==> src/rtl/regfile_wb_arbiter.sv <==
// Write-side arbiter for the 32x32 register file: ALU writeback wins, mult/div results wait in a small FIFO.
// Latency: one cycle from selection to ctrl_writeEnable; a buffered mult/div result is written no earlier than one cycle after acceptance.
// Backpressure: ALU is never stalled; md_result_ready drops when the buffer is full. Optional forwarding ports: WB_FORWARD_EN.
module regfile_wb_arbiter #(
    parameter int MD_BUF_DEPTH = 2
) (
    input  logic        clock,
    input  logic        ctrl_reset,
    input  logic        alu_wb_valid,
    input  logic [4:0]  alu_wb_reg,
    input  logic [31:0] alu_wb_data,
    input  logic        md_issue,
    input  logic [4:0]  md_issue_reg,
    input  logic        md_result_valid,
    output logic        md_result_ready,
    input  logic [4:0]  md_result_reg,
    input  logic [31:0] md_result_data,
    input  logic [4:0]  rd_reg_a,
    input  logic [4:0]  rd_reg_b,
    output logic        hazard_stall,
    output logic        wb_waw_err,
`ifdef WB_FORWARD_EN
    output logic        fwd_a_valid,
    output logic [31:0] fwd_a_data,
    output logic        fwd_b_valid,
    output logic [31:0] fwd_b_data,
`endif
    output logic        ctrl_writeEnable,
    output logic [4:0]  ctrl_writeReg,
    output logic [31:0] data_writeReg
);

    localparam int PTR_W = (MD_BUF_DEPTH > 1) ? $clog2(MD_BUF_DEPTH) : 1;
    localparam int CNT_W = $clog2(MD_BUF_DEPTH + 1);

    logic [4:0]       r_buf_reg  [MD_BUF_DEPTH];
    logic [31:0]      r_buf_data [MD_BUF_DEPTH];
    logic [PTR_W-1:0] r_wr_ptr;
    logic [PTR_W-1:0] r_rd_ptr;
    logic [CNT_W-1:0] r_count;
    logic [31:0]      r_pending;
    logic             r_waw_err;
    logic             r_we;
    logic [4:0]       r_wreg;
    logic [31:0]      r_wdata;

    logic             w_alu_go;
    logic             w_pop;
    logic             w_push;
    logic [4:0]       w_head_reg;
    logic [31:0]      w_head_data;
    logic [31:0]      w_set;
    logic [31:0]      w_clr;
    logic [31:0]      w_pending_nxt;

    function automatic logic [PTR_W-1:0] ptr_inc(input logic [PTR_W-1:0] p);
        return (p == PTR_W'(MD_BUF_DEPTH - 1)) ? '0 : p + PTR_W'(1);
    endfunction

    // Writes to r0 are dropped on both paths; a result to r0 still handshakes but is never buffered.
    assign w_alu_go        = alu_wb_valid && (alu_wb_reg != 5'd0);
    assign w_pop           = !w_alu_go && (r_count != '0);
    assign md_result_ready = (r_count < CNT_W'(MD_BUF_DEPTH));
    assign w_push          = md_result_valid && md_result_ready && (md_result_reg != 5'd0);
    assign w_head_reg      = r_buf_reg[r_rd_ptr];
    assign w_head_data     = r_buf_data[r_rd_ptr];

    // Scoreboard update: a new issue to a register outranks the clear from a same-cycle pop.
    always_comb begin
        w_set = '0;
        w_clr = '0;
        if (md_issue && (md_issue_reg != 5'd0)) w_set[md_issue_reg] = 1'b1;
        if (w_pop)                              w_clr[w_head_reg]   = 1'b1;
        w_pending_nxt = (r_pending & ~w_clr) | w_set;
    end

    assign hazard_stall = ((rd_reg_a != 5'd0) && r_pending[rd_reg_a]) ||
                          ((rd_reg_b != 5'd0) && r_pending[rd_reg_b]);

    // Registered write port: ALU first, then the buffer head; reg/data hold when idle.
    always_ff @(posedge clock or posedge ctrl_reset) begin
        if (ctrl_reset) begin
            r_we    <= 1'b0;
            r_wreg  <= 5'd0;
            r_wdata <= 32'd0;
        end else if (w_alu_go) begin
            r_we    <= 1'b1;
            r_wreg  <= alu_wb_reg;
            r_wdata <= alu_wb_data;
        end else if (w_pop) begin
            r_we    <= 1'b1;
            r_wreg  <= w_head_reg;
            r_wdata <= w_head_data;
        end else begin
            r_we    <= 1'b0;
        end
    end

    // Buffer storage is pure datapath; validity is tracked by the count and pointers.
    always_ff @(posedge clock) begin
        if (w_push) begin
            r_buf_reg[r_wr_ptr]  <= md_result_reg;
            r_buf_data[r_wr_ptr] <= md_result_data;
        end
    end

    // Buffer pointers and occupancy; simultaneous push and pop leaves the count unchanged.
    always_ff @(posedge clock or posedge ctrl_reset) begin
        if (ctrl_reset) begin
            r_wr_ptr <= '0;
            r_rd_ptr <= '0;
            r_count  <= '0;
        end else begin
            if (w_push) r_wr_ptr <= ptr_inc(r_wr_ptr);
            if (w_pop)  r_rd_ptr <= ptr_inc(r_rd_ptr);
            case ({w_push, w_pop})
                2'b10:   r_count <= r_count + CNT_W'(1);
                2'b01:   r_count <= r_count - CNT_W'(1);
                default: r_count <= r_count;
            endcase
        end
    end

    // Pending-destination scoreboard and sticky WAW flag (ALU overwriting a register still owed by mult/div).
    always_ff @(posedge clock or posedge ctrl_reset) begin
        if (ctrl_reset) begin
            r_pending <= '0;
            r_waw_err <= 1'b0;
        end else begin
            r_pending <= w_pending_nxt;
            if (w_alu_go && r_pending[alu_wb_reg]) r_waw_err <= 1'b1;
        end
    end

    assign wb_waw_err       = r_waw_err;
    assign ctrl_writeEnable = r_we;
    assign ctrl_writeReg    = r_wreg;
    assign data_writeReg    = r_wdata;

`ifdef WB_FORWARD_EN
    assign fwd_a_valid = r_we && (r_wreg == rd_reg_a) && (rd_reg_a != 5'd0);
    assign fwd_a_data  = r_wdata;
    assign fwd_b_valid = r_we && (r_wreg == rd_reg_b) && (rd_reg_b != 5'd0);
    assign fwd_b_data  = r_wdata;
`endif

endmodule

==> config.mk <==
export PLATFORM = sky130hd
export DESIGN_NAME = regfile_wb_arbiter
export DESIGN_NICKNAME = d
export VERILOG_FILES = /design/src/rtl/regfile_wb_arbiter.sv
export SDC_FILE = /design/constraint.sdc
export NUM_CORES = 1
export LEC_CHECK = 0
export CAP_MARGIN = 25
export CELL_PAD_IN_SITES_DETAIL_PLACEMENT = 0
export CELL_PAD_IN_SITES_GLOBAL_PLACEMENT = 1
export CORE_MARGIN = 2
export CORE_UTILIZATION = 40
export CTS_BUF_LIST = sky130_fd_sc_hd__clkbuf_16
export DETAILED_ROUTE_END_ITERATION = 10
export GPL_ROUTABILITY_DRIVEN = 0
export GPL_TIMING_DRIVEN = 0
export PLACE_DENSITY_LB_ADDON = 0.1
export SLEW_MARGIN = 10
export SYNTH_ARGS = -nofsm -noshare
export SYNTH_HDL_FRONTEND = slang
export SYNTH_SLANG_ARGS = --single-unit
==> constraint.sdc <==
create_clock -name clock -period 3 [get_ports clock]
set_input_delay 0.6 -clock clock [delete_from_list [all_inputs] [get_ports clock]]
set_output_delay 0.6 -clock clock [all_outputs]
set_load 0.05 [all_outputs]
==> impl_summary.log, run 1 <==
[metrics] run status: completed
[metrics] total of flip-flops plus latches after synthesis: 149
[metrics] number of port buffers: 127
[metrics] clock network fraction of total power: 25.7%
[metrics] number of placement rows: 47
[metrics] overall die area: 18000 µm²
[metrics] max FFs per register: 64
[metrics] Warnings, synthesis: 0
[metrics] total power: 0.00864 W
[metrics] IR Drop Worst-Case VDD: 0.000451 V
[metrics] Switching Power: 0.00321 W
[metrics] proportion of register bits with asynchronous set or reset after synthesis: 50.3%
[metrics] y dimension of the die: 134 µm
[metrics] Max H-tree Level: 4
[metrics] Worst setup EP type: output port
[metrics] main combinational cell family by area after synthesis: multiplexers
[metrics] simple-gate share of the synthesized area: 10.9%
[metrics] number of search-and-repair iterations in the first detailed-routing pass: 5
[metrics] RSZ-0062 raised after global routing: no
[metrics] per-instance average area after synthesis: 11.9 µm²
[metrics] slew at the pin closest to its max-slew limit: 0.776 ns
[metrics] All-Layer GR Usage: 20.7%
[metrics] total power per unit cell area: 954 nW/µm²
[metrics] post-detailed-routing wire length: 17800 µm
[metrics] synthesized-area fraction occupied by ao, oa, aoi and oai cells: 12.1%
[metrics] leakage power total: 3.44 nW
[metrics] maximum number of pins on one net before global-route repair: 43
[metrics] clock network latency to the later pin of the worst-skew pair: 0.43 ns
[metrics] Biggest register: r_buf_data
[metrics] I/O pin cnt: 135
[metrics] detailed-route DRC error count: 0
[metrics] worst clock skew: 0.00757 ns
[metrics] first-pass GRT wire length: 28500 µm
[metrics] leftover overflow at the end of global routing: 0
[metrics] TritonCTS clock tree: yes
[metrics] fill cell count: 1442
[metrics] Nets: 818
[metrics] top_reg_cell synth: sky130_fd_sc_hd__dfrtp_1
[metrics] number of instances in the placed design: 921
[metrics] cell count after synthesis: 571
[metrics] via count: 5135
[metrics] parity-gate share of the synthesized area counting xor and xnor cells: 0.647%
[metrics] relative slew slack: 47.6%
[metrics] min cycle time layout: 2.82 ns
[metrics] final hold violation count: 0
[metrics] path class of the lowest-slack min-delay path: reg2reg
[metrics] post-route antenna net violation count: 0
[metrics] Peak Freq: 355 MHz
[metrics] horizontal die dimension: 134 µm
[metrics] Net Count, Synth: 666
[metrics] Unique masters post-synth: 42
[metrics] Crit Reg-Reg Startpoint: r_count[0]
[metrics] worst setup timing slack at the placement stage: -0.647 ns
[metrics] portion of netlist area occupied by mux cells: 13.3%
[metrics] effective utilization at floorplan: 40.8%
[metrics] commonest cells after routing, fill and taps aside: 125 x sky130_fd_sc_hd__clkdlybuf4s50_1, 79 x sky130_fd_sc_hd__o21ai_0, 75 x sky130_fd_sc_hd__dfrtp_1
[metrics] number of buffers inserted during clock tree synthesis: 17
[metrics] Setup Viol. Count Final: 0
[metrics] Antenna Diode Count: 0
[metrics] CORE AREA: 16600 µm²
[metrics] sequential share of power: 36.8%
[metrics] commonest non-fill, non-tap cell in the layout: sky130_fd_sc_hd__clkdlybuf4s50_1
[metrics] number of hold-repair buffers added at the cts stage: 0
[metrics] CTS root buffer: sky130_fd_sc_hd__clkbuf_16
[metrics] WL per Instance: 18.6 µm
[metrics] internal portion of total power: 0.00543 W
[metrics] Via density: 5.37
[metrics] power share of the combinational group: 37.5%
[metrics] sequential fraction of the synthesis area: 60.5%
[metrics] post-synthesis adder-cell area fraction: 0.185%
[metrics] number of global-route vias before repair: 5351
[metrics] CP Data Arrival Time: 2.22 ns
[metrics] sort of element at the start of the critical path: input pin
[metrics] pins over their slew limit: 0
[metrics] path type of the worst setup path: in2out
[metrics] post-layout instance count excluding filler cells: 956
[metrics] largest fanout on the critical path: 9
[metrics] layout overhead on the synthesized area: 33.7%
[metrics] switching power as a share of total power: 37.2%
[metrics] launching element of the worst setup path: rd_reg_b[0]
[metrics] number of antenna violations at the first check in global routing: 0
[metrics] number of max-capacitance violations reported: 0
[metrics] hold path startpoint: r_pending[0]
[metrics] share of final-layout standard cells stronger than drive strength 1: 10.9%
[metrics] WP data required: 2.40 ns
[metrics] half-perimeter wire length of the detailed placement result: 12800 µm
[metrics] final critical-path share of the clock period: 94.0%
[metrics] Sinks on Clock Net: 149
[metrics] clock transition at the registers of the reported paths: 0.06 ns
[metrics] DR iter-0 viols: 285
[metrics] number of enable flip-flop cells after synthesis: 74
[metrics] setup total negative slack: 0 ns
[metrics] Final WS setup: 0.181 ns
[metrics] maximum number of buffers from clock root to sink: 2
[metrics] fin util: 54.6%
[metrics] synthesized cell area: 6770 µm²
[metrics by stage]
step	hold slack (ns)	instance area, µm²
5_1_grt	0.542	9050
3_3_place_gp	0.483	8320
4_1_cts	0.517	9050
6_report	0.512	9050
2_1_floorplan	0.450	6770
3_5_place_dp	0.504	8410
[power by group through the flow]
stage / Sequential [W] / Combinational (W) / Clock, W
after global routing: 0.00324 / 0.00353 / 0.00234
after detailed placement: 0.00320 / 0.00326 / 0
after floorplan: 0.00364 / 0.00164 / 0
after CTS: 0.00317 / 0.00328 / 0.00225
final: 0.00318 / 0.00324 / 0.00222
after global placement: 0.00318 / 0.00316 / 0
[area by class of cell]
class / count / area (µm²) / area share [%]
repair buffers: 133 / 1370 / 15.1
inverters: 5 / 21.3 / 0.235
multi-input cells: 384 / 2520 / 27.9
clock inverters: 15 / 193 / 2.13
clock buffers: 17 / 425 / 4.70
plain buffers: 33 / 149 / 1.64
flip-flops and latches: 149 / 4100 / 45.3
well taps: 220 / 275 / 3.04
[path summary, 6_finish.rpt]
kind / to / slack, ns / cells past startpoint
max: hazard_stall / 0.18 / 7
min: r_pending[0] / 0.51 / 1
max reg2reg: r_count[1] / 0.58 / 7
min reg2reg: r_pending[0] / 0.51 / 1
max in group asynchronous: data_writeReg[30] / 1.84 / 3
min in group asynchronous: data_writeReg[5] / 0.55 / 2
[synth_stat cells (all sizes together) (13+ instances only)]
master	instances	area (µm²)
clkbuf	20	75.1
nor2	54	203
buf	13	67.6
dfrtp	75	1880
o21ai	102	510
mux4	16	360
nand2	53	199
mux2i	45	450
a21oi	35	175
edfxtp	74	2220
[critical path: stages]
cell and delay [ns]:
sky130_fd_sc_hd__clkbuf_1 0.39, sky130_fd_sc_hd__mux4_2 0.57, sky130_fd_sc_hd__nor2_1 0.10, sky130_fd_sc_hd__a311oi_1 0.06
sky130_fd_sc_hd__a31oi_1 0.19, sky130_fd_sc_hd__nand4_1 0.10, sky130_fd_sc_hd__buf_4 0.20
[cell families after synthesis]
group | after synthesis
and+or+nand+nor | 156
AOI/OAI and AO/OA | 153
DFF | 149
muxes | 69
buffers and inverters | 38
xor gates and xnor gates | 5
adders and majority gates | 1
[routing by layer]
layer	share of wire [%]	wire length [µm]	vias to the layer above	GRT usage, %
met4	2.1	379	0	7.54
li1	-	-	2418	-
met3	6.3	1120	32	5.40
met2	47	8440	173	33.9
met5	0	0	-	0
met1	44	7850	2512	26.7
[what timing repair did]
action                                  CTS  global route
endpoints found under the setup margin    1             0
resized for setup                         9             0
buffers inserted                          3             0
Power figures use the tool's default switching activity.
==> run 2: changes to the inputs <==
--- a/config.mk
+++ b/config.mk
@@ -16,2 +16,3 @@
 export GPL_TIMING_DRIVEN = 0
+export MAX_ROUTING_LAYER = met4
 export PLACE_DENSITY_LB_ADDON = 0.1
--- a/constraint.sdc
+++ b/constraint.sdc
@@ -3,2 +3,2 @@
 set_output_delay 0.6 -clock clock [all_outputs]
-set_load 0.05 [all_outputs]
+set_load 0.1 [all_outputs]
==> run 2 against run 1 <==
Clock skew barely moved. Largest power group unchanged. Worst hold slack got worse by 0.014 ns. Sequential power barely moved. Routed wire length fell by 0.92%. Power rose by 7.5%. Register-to-register slack got worse by 0.04 ns. Critical endpoint unchanged. Largest cell class unchanged. First-iteration DRC count fell by 2.8%. Cell count fell by 0.10%. Clock-buffer cell count did not move. Utilization rose by 0.13 points.
==> impl_summary.log, run 2 (synthesized netlist as in run 1, its figures left out) <==
[metrics] Via density: 5.29 (was 5.37)
[metrics] maximum number of pins on one net before global-route repair: 55 (was 43)
[metrics] RSZ-0062 raised after global routing: no (unchanged)
[metrics] number of buffers inserted during clock tree synthesis: 17 (unchanged)
[metrics] via count: 5051 (was 5135)
[metrics] Nets: 818 (unchanged)
[metrics] first-pass GRT wire length: 28000 µm (was 28500 µm)
[metrics] All-Layer GR Usage: 21.1% (was 20.7%)
[metrics] effective utilization at floorplan: 40.8% (unchanged)
[metrics] post-route antenna net violation count: 0 (unchanged)
[metrics] number of max-capacitance violations reported: 0 (unchanged)
[metrics] sort of element at the start of the critical path: input pin (unchanged)
[metrics] fill cell count: 1408 (was 1442)
[metrics] DR iter-0 viols: 277 (was 285)
[metrics] Final Instance Area: 9070 µm² (was 9050 µm²)
[metrics] IR Drop Worst-Case VDD: 0.000682 V (was 0.000451 V)
[metrics] worst hold-check slack: 0.498 ns (was 0.512 ns)
[metrics] final hold violation count: 0 (unchanged)
[metrics] horizontal die dimension: 134 µm (unchanged)
[metrics] number of antenna violations at the first check in global routing: 0 (unchanged)
[metrics] number of global-route vias before repair: 5311 (was 5351)
[metrics] slew at the pin closest to its max-slew limit: 1.02 ns (was 0.776 ns)
[metrics] clock network latency to the later pin of the worst-skew pair: 0.42 ns (was 0.43 ns)
[metrics] number of placement rows: 47 (unchanged)
[metrics] Antenna Diode Count: 0 (unchanged)
[metrics] Max H-tree Level: 4 (unchanged)
[metrics] share of final-layout standard cells stronger than drive strength 1: 10.5% (was 10.9%)
[metrics] Sinks on Clock Net: 149 (unchanged)
[metrics] post-placement cell area: 8450 µm² (was 8410 µm²)
[metrics] half-perimeter wire length of the detailed placement result: 12900 µm (was 12800 µm)
[metrics] commonest cells after routing, fill and taps aside: 125 x sky130_fd_sc_hd__clkdlybuf4s50_1, 79 x sky130_fd_sc_hd__o21ai_0, 75 x sky130_fd_sc_hd__dfrtp_1 (unchanged)
[metrics] CTS root buffer: sky130_fd_sc_hd__clkbuf_16 (unchanged)
[metrics] layout overhead on the synthesized area: 34.0% (was 33.7%)
[metrics] overall die area: 18000 µm² (unchanged)
[metrics] setup total negative slack: 0 ns (unchanged)
[metrics] number of search-and-repair iterations in the first detailed-routing pass: 5 (unchanged)
[metrics] largest fanout on the critical path: 7 (was 9)
[metrics] WP data required: 2.40 ns (about the same)
[metrics] final critical-path share of the clock period: 95.1% (was 94.0%)
[metrics] min cycle time layout: 2.85 ns (was 2.82 ns)
[metrics] y dimension of the die: 134 µm (unchanged)
[metrics] run status: completed (unchanged)
[metrics] max FFs per register: 64 (unchanged)
[metrics] pins over their slew limit: 0 (unchanged)
[metrics] fin util: 54.7% (was 54.6%)
[metrics] I/O pin cnt: 135 (unchanged)
[metrics] path type of the worst setup path: in2out (unchanged)
[metrics] relative slew slack: 31.9% (was 47.6%)
[metrics] path class of the lowest-slack min-delay path: in2async (was reg2reg)
[metrics] Biggest register: r_buf_data (unchanged)
[metrics] maximum number of buffers from clock root to sink: 2 (unchanged)
[metrics] CP Data Arrival Time: 2.25 ns (was 2.22 ns)
[metrics] detailed-route DRC error count: 0 (unchanged)
[metrics] WL per Instance: 18.5 µm (was 18.6 µm)
[metrics] Worst setup EP type: output port (unchanged)
[metrics] Setup Viol. Count Final: 0 (unchanged)
[metrics] TritonCTS clock tree: yes (unchanged)
[metrics] leakage power total: 3.44 nW (about the same)
[metrics] leftover overflow at the end of global routing: 0 (unchanged)
[metrics] commonest non-fill, non-tap cell in the layout: sky130_fd_sc_hd__clkdlybuf4s50_1 (unchanged)
[metrics] Peak Freq: 350 MHz (was 355 MHz)
[metrics] clock transition at the registers of the reported paths: 0.06 ns (about the same)
[metrics] post-detailed-routing wire length: 17600 µm (was 17800 µm)
[metrics] worst clock skew: 0.00762 ns (was 0.00757 ns)
[metrics] total power per unit cell area: 1020 nW/µm² (was 954 nW/µm²)
[metrics] total power: 0.00928 W (was 0.00864 W)
[metrics] CORE AREA: 16600 µm² (unchanged)
[metrics] number of port buffers: 127 (unchanged)
-- run 2: changes by cell type in the layout (fill, tap and decap cells not counted), sizes merged --
cell	change
inv	-1
-- run 2: power by group --
part           internal, W  switching (W)
registers          0.00276       0.000423
logic              0.00130        0.00265
clock network      0.00136       0.000788
total              0.00542        0.00386
-- run 2: final timing paths --
kind / start / end / slack [ns] / depth (start not counted)
setup / recovery: rd_reg_b[1] / hazard_stall / 0.15 / 8
hold / removal: ctrl_reset / data_writeReg[1] / 0.50 / 2
setup reg to reg: r_count[0] / r_count[1] / 0.54 / 7
hold reg to reg: wb_waw_err / wb_waw_err / 0.50 / 2
max in group asynchronous: ctrl_reset / data_writeReg[21] / 1.91 / 3
min in group clock: wb_waw_err / wb_waw_err / 0.50 / 2
-- run 2: stage by stage --
stage / instances / worst slack (ns)
final: 955 / 0.146
after global routing: 955 / 0.0420
after CTS: 955 / 0.174
after detailed placement: 921 / -0.865
after global placement: 918 / -1.44
after floorplan: 571 / -0.402
-- run 2: final cells by class --
cell class / instances / area [µm²] / share of cell area, %
flip-flops and latches: 149 / 4100 / 45.2
multi-input cells: 384 / 2520 / 27.8
repair buffers: 133 / 1380 / 15.2
clock buffers: 17 / 425 / 4.69
well taps: 220 / 275 / 3.03
plain buffers: 33 / 180 / 1.99
clock inverters: 14 / 168 / 1.85
inverters: 5 / 21.3 / 0.234
-- run 2: repair_timing --
action | in CTS | in global routing
setup buffers | 3 | 0
resized for setup | 10 | 0
hold buffers | 0 | 0
endpoints found under the setup margin | 1 | 0
-- run 2: per-layer routing --
| metal | share of wire (%) | GRT usage (%) | up-vias |
|---|---|---|---|
| li1 | - | - | 2411 |
| met1 | 45 | 26.6 | 2474 |
| met2 | 48 | 33.6 | 144 |
| met3 | 5.6 | 5.78 | 22 |
| met4 | 1.5 | 6.26 | 0 |
| met5 | 0 | - | - |
-- run 2: worst max-delay path, cell delays in order --
cell	delay, ns
sky130_fd_sc_hd__dlygate4sd2_1	0.27
sky130_fd_sc_hd__buf_6	0.15
sky130_fd_sc_hd__buf_4	0.13
sky130_fd_sc_hd__a2111oi_0	0.42
sky130_fd_sc_hd__a311oi_1	0.14
sky130_fd_sc_hd__a31oi_1	0.20
sky130_fd_sc_hd__nand4_1	0.14
sky130_fd_sc_hd__buf_8	0.20
